--- config.mk ---
export PLATFORM = sky130hd
export DESIGN_NAME = status_uart_tx
export DESIGN_NICKNAME = d
export VERILOG_FILES = /design/src/rtl/status_uart_tx.sv
export SDC_FILE = /design/constraint.sdc
export NUM_CORES = 1
export LEC_CHECK = 0
export CORE_MARGIN = 2
export CORE_UTILIZATION = 45
export CTS_BUF_LIST = sky130_fd_sc_hd__clkbuf_4 sky130_fd_sc_hd__clkbuf_8
export DETAILED_ROUTE_END_ITERATION = 12
export GPL_TIMING_DRIVEN = 0
export PLACE_DENSITY = 0.67
export SYNTH_ARGS = -nofsm -noshare
export SYNTH_HDL_FRONTEND = slang
export SYNTH_SLANG_ARGS = --single-unit
--- constraint.sdc ---
create_clock -name clk -period 2.4 [get_ports clk]
set_input_delay 0.48 -clock clk [delete_from_list [all_inputs] [get_ports clk]]
set_output_delay 0.48 -clock clk [all_outputs]
set_load 0.005 [all_outputs]
--- src/rtl/status_uart_tx.sv ---
// Status reporter: sends "P<hh>M<hh>\r\n" over a UART line, 8N1 by default.
// Define UART_PARITY_EN to add an even-parity bit per byte (8E1).
module status_uart_tx #(
    parameter int CLK_HZ = 100000000,
    parameter int BAUD   = 9600
) (
    input  logic       clk,
    input  logic       reset_n,
    input  logic       send,
    input  logic [7:0] p_hp,
    input  logic [7:0] mon_hp,
    output logic       tx,
    output logic       busy,
    output logic       done,
    output logic [2:0] dbgState
);

    localparam int DIV   = CLK_HZ / BAUD;
    localparam int CNT_W = (DIV > 1) ? $clog2(DIV) : 1;
    localparam logic [CNT_W-1:0] DIV_LAST = CNT_W'(DIV - 1);

`ifdef UART_PARITY_EN
    typedef enum logic [2:0] {
        IDLE   = 3'd0,
        START  = 3'd1,
        DATA   = 3'd2,
        PARITY = 3'd3,
        STOP   = 3'd4
    } stateT;
`else
    typedef enum logic [2:0] {
        IDLE  = 3'd0,
        START = 3'd1,
        DATA  = 3'd2,
        STOP  = 3'd4
    } stateT;
`endif

    stateT            state;
    logic [CNT_W-1:0] divCnt;
    logic [2:0]       byteIdx;
    logic [2:0]       bitIdx;
    logic [7:0]       pHpLat;
    logic [7:0]       monHpLat;
    logic [7:0]       curByte;
    logic             bitEnd;

    assign dbgState = state;
    assign bitEnd   = (divCnt == DIV_LAST);

    function automatic logic [7:0] hexChar(input logic [3:0] n);
        if (n < 4'd10)
            return 8'h30 + {4'h0, n};
        else
            return 8'h37 + {4'h0, n};
    endfunction

    function automatic logic [7:0] frameByte(input logic [2:0] idx,
                                             input logic [7:0] pHp,
                                             input logic [7:0] mHp);
        logic [7:0] b;
        case (idx)
            3'd0:    b = 8'h50;
            3'd1:    b = hexChar(pHp[7:4]);
            3'd2:    b = hexChar(pHp[3:0]);
            3'd3:    b = 8'h4D;
            3'd4:    b = hexChar(mHp[7:4]);
            3'd5:    b = hexChar(mHp[3:0]);
            3'd6:    b = 8'h0D;
            default: b = 8'h0A;
        endcase
        return b;
    endfunction

    // Byte under transmission is derived from the latched snapshot only.
    always_comb begin
        curByte = frameByte(byteIdx, pHpLat, monHpLat);
    end

    always_ff @(posedge clk or negedge reset_n) begin
        if (!reset_n) begin
            state    <= IDLE;
            divCnt   <= '0;
            byteIdx  <= 3'd0;
            bitIdx   <= 3'd0;
            pHpLat   <= 8'h00;
            monHpLat <= 8'h00;
            tx       <= 1'b1;
            busy     <= 1'b0;
            done     <= 1'b0;
        end else begin
            done <= 1'b0;
            if (state != IDLE)
                divCnt <= bitEnd ? '0 : divCnt + 1'b1;

            case (state)
                IDLE: begin
                    tx   <= 1'b1;
                    busy <= 1'b0;
                    if (send) begin
                        pHpLat   <= p_hp;
                        monHpLat <= mon_hp;
                        divCnt   <= '0;
                        byteIdx  <= 3'd0;
                        bitIdx   <= 3'd0;
                        busy     <= 1'b1;
                        tx       <= 1'b0;
                        state    <= START;
                    end
                end

                START: begin
                    if (bitEnd) begin
                        bitIdx <= 3'd0;
                        tx     <= curByte[0];
                        state  <= DATA;
                    end
                end

                DATA: begin
                    if (bitEnd) begin
                        if (bitIdx == 3'd7) begin
`ifdef UART_PARITY_EN
                            tx    <= ^curByte;
                            state <= PARITY;
`else
                            tx    <= 1'b1;
                            state <= STOP;
`endif
                        end else begin
                            bitIdx <= bitIdx + 3'd1;
                            tx     <= curByte[bitIdx + 3'd1];
                        end
                    end
                end

`ifdef UART_PARITY_EN
                PARITY: begin
                    if (bitEnd) begin
                        tx    <= 1'b1;
                        state <= STOP;
                    end
                end
`endif

                STOP: begin
                    if (bitEnd) begin
                        if (byteIdx == 3'd7) begin
                            busy  <= 1'b0;
                            done  <= 1'b1;
                            tx    <= 1'b1;
                            state <= IDLE;
                        end else begin
                            byteIdx <= byteIdx + 3'd1;
                            tx      <= 1'b0;
                            state   <= START;
                        end
                    end
                end

                default: begin
                    tx    <= 1'b1;
                    busy  <= 1'b0;
                    state <= IDLE;
                end
            endcase
        end
    end

endmodule
Word level (Yosys, flattened, before mapping)
Cells that the tools add are included.
W data, S select, Z words.
{"block": "classes", "n_addsub": 11, "magnitude_cmp": 5, "eq_ne": 20, "n_mux": 39, "n_bitwise": 1, "n_reduce_logical": 12}
{"op": "$add A6 B4 Y7 const A", "count": 8}
{"op": "$mux W14", "count": 4}
{"op": "$pmux W7 S7", "count": 1}
{"op": "$mux W3", "count": 11}
{"op": "$mux W7", "count": 4}
{"op": "$eq A3 B3 Y1 const B", "count": 6}
{"op": "$lt A4 B4 Y1 const B", "count": 4}
{"op": "$ne A2 B2 Y1 const B", "count": 8}
{"op": "$add A14 B1 Y14 const B", "count": 1}
{"op": "$eq A14 B14 Y1 const B", "count": 1}
{"op": "$mux W1", "count": 13}
{"op": "$pmux W3 S4", "count": 1}
{"op": "$reduce_and A5 Y1", "count": 2}
{"op": "$eq A3 B2 Y1 const B", "count": 3}
{"op": "$pmux W3 S3", "count": 1}
{"op": "$add A3 B1 Y3 const B", "count": 2}
{"op": "$eq A3 B1 Y1 const B", "count": 2}
{"op": "$logic_not A3 Y1", "count": 2}
{"op": "$pmux W3 S2", "count": 1}
{"op": "$reduce_and A3 Y1", "count": 2}
{"op": "$reduce_bool A3 Y1", "count": 2}
{"op": "$lt A3 B4 Y1 const B", "count": 1}
{"op": "$pmux W1 S4", "count": 1}
{"op": "$reduce_and A4 Y1", "count": 1}
{"op": "other kinds (6)", "count": 6}
{"block": "totals", "ff_bits": 42, "in_bits": 19, "out_inout_bits": 6, "elab_cells": 97}

Longest topological paths before layout
Gate-level depths: netlist (run 1).
{"block": "depth", "depth_word": 8, "mapped_depth": 9, "mapped_depth_nobuf": 8}

Worst setup path after synthesis (run 1)
Ideal clock, no wire load.
{"block": "synth_timing", "kind": "flip-flop to flip-flop", "start": "register divCnt[10]", "end": "register divCnt[9]", "setup_ns": 0.129, "arrival_time_ns": 2.174, "required_ns": 2.271, "path_slack_ns": 0.097, "path_stages_with_launch": 9, "n_path_buf": 2, "synth_period_minus_slack_ns": 2.303, "path_cell_list": "dfrtp_1 or4b_1 or4_1 buf_2 nand2_1 buf_4 nor2_1 o21ai_0 o41ai_1"}
{"block": "synth_between", "elab_chain_cells": 5}
{"element": "from (decl)", "line": "40", "text": "logic [CNT_W-1:0] divCnt;"}
{"element": "from (signal assigned)", "line": "94", "text": "divCnt <= bitEnd ? '0 : divCnt + 1'b1;"}
{"element": "$eq A14 B14 Y1 (*)", "line": "49", "text": "assign bitEnd = (divCnt == DIV_LAST);"}
{"element": "$mux W14 (*)", "line": "94"}
{"element": "$mux W14 (*)", "line": "93", "text": "if (state != IDLE)"}
{"element": "$mux W14", "line": "100", "text": "if (send) begin"}
{"element": "$mux W14 (*)", "line": "96", "text": "case (state)"}
Mark *: on every way between the ends. The rest lies on a longest branch, timed or not.
A chain may end at the register's enable or synchronous reset.

Worst setup path in the final report (run 1)
{"block": "layout_timing", "start": "register divCnt[10]", "end": "register tx"}
{"block": "layout_between", "elab_chain_cells": 3, "elab_cells_between_ends": 5, "cone_classes": "eq/ne: 4; reduce/logical: 1"}
{"element": "$eq A14 B14 Y1 (*)", "line": "49"}
{"element": "$ne A2 B2 Y1 (no line)"}
{"element": "$reduce_and A3 Y1 (no line) (*)"}
{"element": "to (signal assigned)", "line": "115", "text": "tx <= curByte[0];"}
{"element": "to (signal assigned)", "line": "132", "text": "tx <= curByte[bitIdx + 3'd1];"}
{"element": "to (decl)", "line": "12", "text": "output logic tx,"}
Marked as above.

==> metrics.txt, run 1 <==
number of buffers on the longest clock path 2; Max-Cap Viols 0; headroom to the max-slew limit 64.1%; Util after Layout 57.1%; Min Clock Period, post-route 2.37 ns; Via Count 2464; number of hold-slack violations in the final timing report 0; Top Family by Delay on Critical Path simple AND/OR/NAND/NOR gates; Crit path arrival time 2.59 ns; overall track demand over capacity in global routing 20.4%; drt drc 0; last weighted congestion value of the routability-driven placer 0.935; CTS tree built; area grow syn2layout 23.6%; chip width 81.5 um; number of ports placed on the die boundary 25; result of the run complete, no violations; number of global-route vias before repair 2309; H-tree depth reported by CTS 2; via/cell ratio 5.83; number of diodes added for antenna fixing 0; CTS sink count 42; standby leakage power 1.42 nW; async set-or-reset flop fraction in the synthesized netlist 100%; number of clock buffers inserted by TritonCTS 5; placement row count 28; highest routed metal layer met4; RSZ-0062 raised after global routing yes; sequential share of the synthesized area 38.9%; Cell Area, Synth 2700 um2; fin worst setup slack 0.0335 ns; placed instance count 404; Hold Buf Count CTS 0; dominant synthesized flop cell sky130_fd_sc_hd__dfrtp_1; Pins Over Slew Limit 0; Post-Place Cell Area 3060 um2; number of synthesis warnings 0; number of filler cells placed in the layout 503; Post-Route WL 6350 um; launching point of the worst reg2reg path divCnt[10]$_DFF_PN0_; post-route cell area 3340 um2; Post-synth EDFFs 0; standard cell core area 5850 um2; DPL Wire Length 4560 um; Synth area leader sky130_fd_sc_hd__dfrtp_1; initial antenna violation count 0; instance count of the mapped netlist 304; share of the synthesized area in the top cell type 37.9%; maximum achievable frequency 423 MHz; Avg Inst Size Synth 8.89 um2; top post-synthesis cells by area sky130_fd_sc_hd__dfrtp_1 (38%), sky130_fd_sc_hd__mux2_2 (6.7%), sky130_fd_sc_hd__o21ai_0 (6.3%); CP peak stage delay 0.57 ns; Die H 81.5 um; Routed met1 length 2800 um; clock slew seen by the registers of the worst setup and hold paths 0.09 ns; CTS Root Buffer Type sky130_fd_sc_hd__clkbuf_8; NumNets Final 379; syn nets 336; final antenna-violating net count 0; Routed met2 length 3120 um; measured slew at the worst slew-check pin 0.538 ns; critical path cell sequence or4b_4 > or4_4 > buf_6 > a221o_1 > a222oi_1 > nand3b_1; required time of the critical path 2.62 ns; Worst Path Buf+Inv 1; fraction of final layout cells sized beyond drive strength 1 16.4%; maximum number of pins on one net before global-route repair 23; number of optimization iterations in the first detailed-route pass 5; power density of the placed cells 590 nW/um2; critical-path cell with the highest stage delay sky130_fd_sc_hd__or4b_4; Worst Setup SP divCnt[10]$_DFF_PN0_; Starting DRT DRC Count 234; Setup violations, final 0; final routed wire length divided by cell count 15.0 um; VDD IR max 0.407 mV; unique cell type count in the Yosys netlist 50; synthesis-stage register bit count 42; hold crit path type input port to async pin; Setup crit end kind register; total die area 6640 um2; clock insertion delay at the later pin of the skew report 0.30 ns; crit path kind register to register; CP Max Fanout 5; post-route total power 0.00197 W; worst clock skew 0.00649 ns; routed length on met3 306 um; post-placement setup slack -0.298 ns; final clock period utilization by the worst path 98.6%; Setup crit start kind register; Starting Density 46.2%; overflow left after global routing 0; global-route wire length before repair 10500 um; non-filler instance count after layout 423; # port buffers 24
[final cells by class]
cell class,count,area (um2),area share (%)
Timing Repair Buffer,36,345,10.3
Inverter,14,52.6,1.57
Buffer,13,66.3,1.98
Tap cell,75,93.8,2.81
Sequential cell,42,1050,31.5
Clock inverter,3,68.8,2.06
Clock buffer,5,68.8,2.06
Multi-Input combinational cell,235,1600,47.7
[synthesized netlist by cell type (5+ instances only)]
cell / n
sky130_fd_sc_hd__a21oi_1: 12
sky130_fd_sc_hd__mux2_2: 16
sky130_fd_sc_hd__nand3_1: 12
sky130_fd_sc_hd__nor4_1: 5
sky130_fd_sc_hd__nand2_1: 27
sky130_fd_sc_hd__o21ai_0: 34
sky130_fd_sc_hd__nor3_1: 5
sky130_fd_sc_hd__nor2_1: 27
sky130_fd_sc_hd__xnor2_1: 5
sky130_fd_sc_hd__dfrtp_1: 41
sky130_fd_sc_hd__ha_1: 13
sky130_fd_sc_hd__o211ai_1: 5
sky130_fd_sc_hd__inv_1: 14
sky130_fd_sc_hd__clkbuf_1: 10
sky130_fd_sc_hd__nor2b_1: 9
sky130_fd_sc_hd__nand2b_1: 7
[layout by cell type, fill, tap and decap left out, drive strengths merged, types with 9 or more instances in the layout]
cell type,synthesis,layout
a21oi,12,12
buf,3,17
clkbuf,10,14
clkdlybuf4s50,0,23
dfrtp,41,41
ha,13,13
inv,14,14
mux2,16,16
nand2,27,27
nand3,12,12
nor2,27,27
nor2b,9,9
o21ai,34,34
[per-layer routing]
layer  GRT usage, %  up-vias
li1               -     1194
met4           6.27        0
met2           34.5       72
met3           4.51       16
met1           25.9     1182
met5              0        -
[worst paths after layout]
| kind | endpoint | slack (ns) | cells past startpoint |
|---|---|---|---|
| setup / recovery | tx$_DFFE_PN1P_ | 0.03 | 6 |
| hold / removal | monHpLat[1]$_DFFE_PN0P_ | 0.15 | 1 |
| setup reg to reg | tx$_DFFE_PN1P_ | 0.03 | 6 |
| hold reg to reg | bitIdx[1]$_DFFE_PN0P_ | 0.51 | 2 |
| max in group asynchronous | tx$_DFFE_PN1P_ | 1.68 | 2 |
| min in group clk | bitIdx[1]$_DFFE_PN0P_ | 0.51 | 2 |
[flip-flops by register name, indices dropped and copies added, names as in the netlist]
register	cells
divCnt	14
tx	1
bitIdx	3
busy	1
pHpLat	8
done	1
dbgState	3
monHpLat	8
byteIdx	3
[report_power, final]
group,total (W),internal [W],leakage [nW],switching [W]
Sequential,0.000901,0.000798,0.537,0.000103
Combinational,0.000395,0.000199,0.815,0.000196
Clock,0.000677,0.000417,0.0683,0.000260
[through the flow]
stage	setup TNS, ns	hold WS [ns]
floorplan	0	0.184
global placement	-12.63	0.492
detailed placement	-1.58	0.490
CTS	0	0.165
global route	0	0.191
finish	0	0.153
[cell families after synthesis]
family / Yosys count / share of synthesized area, %
mux: 17 / 7.03
fa+ha+maj: 13 / 6.02
flops: 42 / 38.9
xor+xnor: 6 / 1.94
buf+inv: 27 / 3.98
compound gates: 82 / 19.2
simple gates: 117 / 22.9
[timing repair]
action                                  in CTS  in global routing
gates resized for setup                      8                 16
pin swaps                                    5                  5
endpoints found under the setup margin       9                 11
setup buffers                                4                  7
Power figures use the tool's default switching activity.
==> run 2, diff against run 1 <==
--- a/config.mk
+++ b/config.mk
@@ -6,11 +6,10 @@
 export NUM_CORES = 1
 export LEC_CHECK = 0
 export CORE_MARGIN = 2
-export CORE_UTILIZATION = 45
+export CORE_UTILIZATION = 23
 export CTS_BUF_LIST = sky130_fd_sc_hd__clkbuf_4 sky130_fd_sc_hd__clkbuf_8
 export DETAILED_ROUTE_END_ITERATION = 12
 export GPL_TIMING_DRIVEN = 0
-export PLACE_DENSITY = 0.67
 export SYNTH_ARGS = -nofsm -noshare
 export SYNTH_HDL_FRONTEND = slang
 export SYNTH_SLANG_ARGS = --single-unit
==> metrics.txt, run 2 (synthesized netlist as in run 1, its figures left out) <==
result of the run complete, no violations (unchanged); placed instance count 472 (was 404); crit path kind register to register (unchanged); grt met3 use 2.00% (was 4.51%); fraction of final layout cells sized beyond drive strength 1 14.7% (was 16.4%); standard cell core area 11500 um2 (was 5850 um2); Post-Route WL 6650 um (was 6350 um); worst clock skew 0.00562 ns (was 0.00649 ns); NumNets Final 378 (was 379); standby leakage power 1.40 nW (was 1.42 nW); met1 track demand over resource 13.9% (was 25.9%); registers with the most flip-flops divCnt x14, monHpLat x8, pHpLat x8 (unchanged); Die H 112 um (was 81.5 um); via/cell ratio 5.00 (was 5.83); number of buffers on the longest clock path 2 (unchanged); CP peak stage delay 0.52 ns (was 0.57 ns); Worst Path Buf+Inv 2 (was 1); total die area 12600 um2 (was 6640 um2); overflow left after global routing 0 (unchanged); CTS Root Buffer Type sky130_fd_sc_hd__clkbuf_8 (unchanged); worst hold slack 0.107 ns (was 0.153 ns); DPL Wire Length 4860 um (was 4560 um); Setup crit start kind register (unchanged); fin worst setup slack 0.0263 ns (was 0.0335 ns); CTS tree built (unchanged); drt drc 0 (unchanged); RSZ-0062 raised after global routing yes (unchanged); # port buffers 24 (unchanged); most frequent cells in the layout sky130_fd_sc_hd__dfrtp_1 (41), sky130_fd_sc_hd__o21ai_0 (32), sky130_fd_sc_hd__nand2_1 (26), sky130_fd_sc_hd__nor2_1 (26), sky130_fd_sc_hd__clkdlybuf4s50_1 (23) (was sky130_fd_sc_hd__dfrtp_1 (41), sky130_fd_sc_hd__o21ai_0 (33), sky130_fd_sc_hd__nor2_1 (27)); number of diodes added for antenna fixing 0 (unchanged); power density of the placed cells 539 nW/um2 (was 590 nW/um2); Setup violations, final 0 (unchanged); headroom to the max-slew limit 60.5% (was 64.1%); number of filler cells placed in the layout 1180 (was 503); global-route wire length before repair 11500 um (was 10500 um); GRT Max-Usage Layer met2 (unchanged); CP Max Fanout 10 (was 5); number of flip-flops in the largest register 14 (unchanged); Top Family by Delay on Critical Path simple AND/OR/NAND/NOR gates (unchanged); Min Clock Period, post-route 2.37 ns (about the same); Starting Density 23.6% (was 46.2%); final clock period utilization by the worst path 98.9% (was 98.6%); maximum achievable frequency 421 MHz (was 423 MHz); critical path cell sequence buf_4 > inv_1 > ha_1 > or4_1 > o311ai_0 > nor4_1 > nor3_2 > a222oi_1 > nand3b_1 (was or4b_4 > or4_4 > buf_6 > a221o_1 > a222oi_1 > nand3b_1); post-route total power 0.00181 W (was 0.00197 W); Pins Over Slew Limit 0 (unchanged); critical-path cell with the highest stage delay sky130_fd_sc_hd__nor4_1 (was sky130_fd_sc_hd__or4b_4); commonest non-fill, non-tap cell in the layout sky130_fd_sc_hd__dfrtp_1 (unchanged); VDD IR max 0.211 mV (was 0.407 mV); number of ports placed on the die boundary 25 (unchanged); placement row count 39 (was 28); met2 usage in global routing 18.5% (was 34.5%); Max-Cap Viols 0 (unchanged); clock insertion delay at the later pin of the skew report 0.31 ns (was 0.30 ns); required time of the critical path 2.63 ns (was 2.62 ns); number of optimization iterations in the first detailed-route pass 4 (was 5); Crit path arrival time 2.60 ns (was 2.59 ns); final routed wire length divided by cell count 13.6 um (was 15.0 um); Biggest register divCnt (unchanged); number of clock buffers inserted by TritonCTS 5 (unchanged); clock slew seen by the registers of the worst setup and hold paths 0.08 ns (was 0.09 ns); initial antenna violation count 0 (unchanged); H-tree depth reported by CTS 2 (unchanged); area grow syn2layout 24.3% (was 23.6%); hold crit path type input port to async pin (unchanged); Starting DRT DRC Count 116 (was 234); CTS sink count 42 (unchanged); Via Count 2450 (was 2464); maximum number of pins on one net before global-route repair 26 (was 23); non-filler instance count after layout 490 (was 423); measured slew at the worst slew-check pin 0.593 ns (was 0.538 ns); number of hold-slack violations in the final timing report 0 (unchanged); chip width 112 um (was 81.5 um); post-placement setup slack -0.295 ns (was -0.298 ns); final antenna-violating net count 0 (unchanged); number of global-route vias before repair 2426 (was 2309); Setup crit end kind register (unchanged); overall track demand over capacity in global routing 11.0% (was 20.4%); last weighted congestion value of the routability-driven placer 0.873 (was 0.935)
-- run 2: cell type report --
cell class / instances / area [um2] / area share, %
timing repair buffer: 36 / 338 / 10.1
inverter: 14 / 52.6 / 1.56
sequential: 42 / 1050 / 31.3
clock buffer: 7 / 90.1 / 2.68
buffer: 12 / 62.6 / 1.86
clock inverter: 1 / 5.00 / 0.149
tap: 143 / 179 / 5.32
multi-input combinational: 235 / 1580 / 47.1
-- run 2: power by group --
part | internal, W | switching [W] | total, W
combinational | 0.000208 | 0.000206 | 0.000413
sequential | 0.000798 | 0.0000993 | 0.000898
clock | 0.000244 | 0.000258 | 0.000501
-- run 2: worst paths after layout --
check	from	endpoint	slack (ns)	cells after the start
worst max-delay path	byteIdx[2]$_DFFE_PN0P_	tx$_DFFE_PN1P_	0.03	9
worst min-delay path	reset_n	divCnt[7]$_DFF_PN0_	0.11	1
worst max register to register	byteIdx[2]$_DFFE_PN0P_	tx$_DFFE_PN1P_	0.03	9
worst min register to register	bitIdx[1]$_DFFE_PN0P_	bitIdx[1]$_DFFE_PN0P_	0.50	2
max in group asynchronous	reset_n	tx$_DFFE_PN1P_	1.74	2
min in group clk	bitIdx[1]$_DFFE_PN0P_	bitIdx[1]$_DFFE_PN0P_	0.50	2
-- run 2: repair_timing --
item | in CTS | in global routing
hold buffers | 0 | 0
endpoints found under the setup margin | 8 | 13
pin swaps | 3 | 5
resized for setup | 7 | 13
setup buffers | 5 | 6
-- run 2: worst reg2reg max path, cell delays in order, from the launching register on --
cell	delay, ns
sky130_fd_sc_hd__dfrtp_1	0.41
sky130_fd_sc_hd__buf_4	0.18
sky130_fd_sc_hd__inv_1	0.11
sky130_fd_sc_hd__ha_1	0.21
sky130_fd_sc_hd__or4_1	0.16
sky130_fd_sc_hd__o311ai_0	0.16
sky130_fd_sc_hd__nor4_1	0.52
sky130_fd_sc_hd__nor3_2	0.09
sky130_fd_sc_hd__a222oi_1	0.34
sky130_fd_sc_hd__nand3b_1	0.12
-- run 2: routing by layer --
layer / wire, um / up-vias
li1: - / 1196
met1: 3080 / 1198
met2: 3200 / 41
met3: 167 / 15
met4: 195 / 0
met5: 0 / -
-- run 2: metrics by stage --
step | TNS, ns | instance area, um2 | utilization [%]
after floorplan | 0 | 2700 | -
after global placement | -13.75 | 3120 | 27.2
after detailed placement | -1.49 | 3140 | 27.4
after CTS | 0 | 3290 | 28.7
after global routing | -0.0455 | 3360 | 29.3
final | 0 | 3360 | 29.3
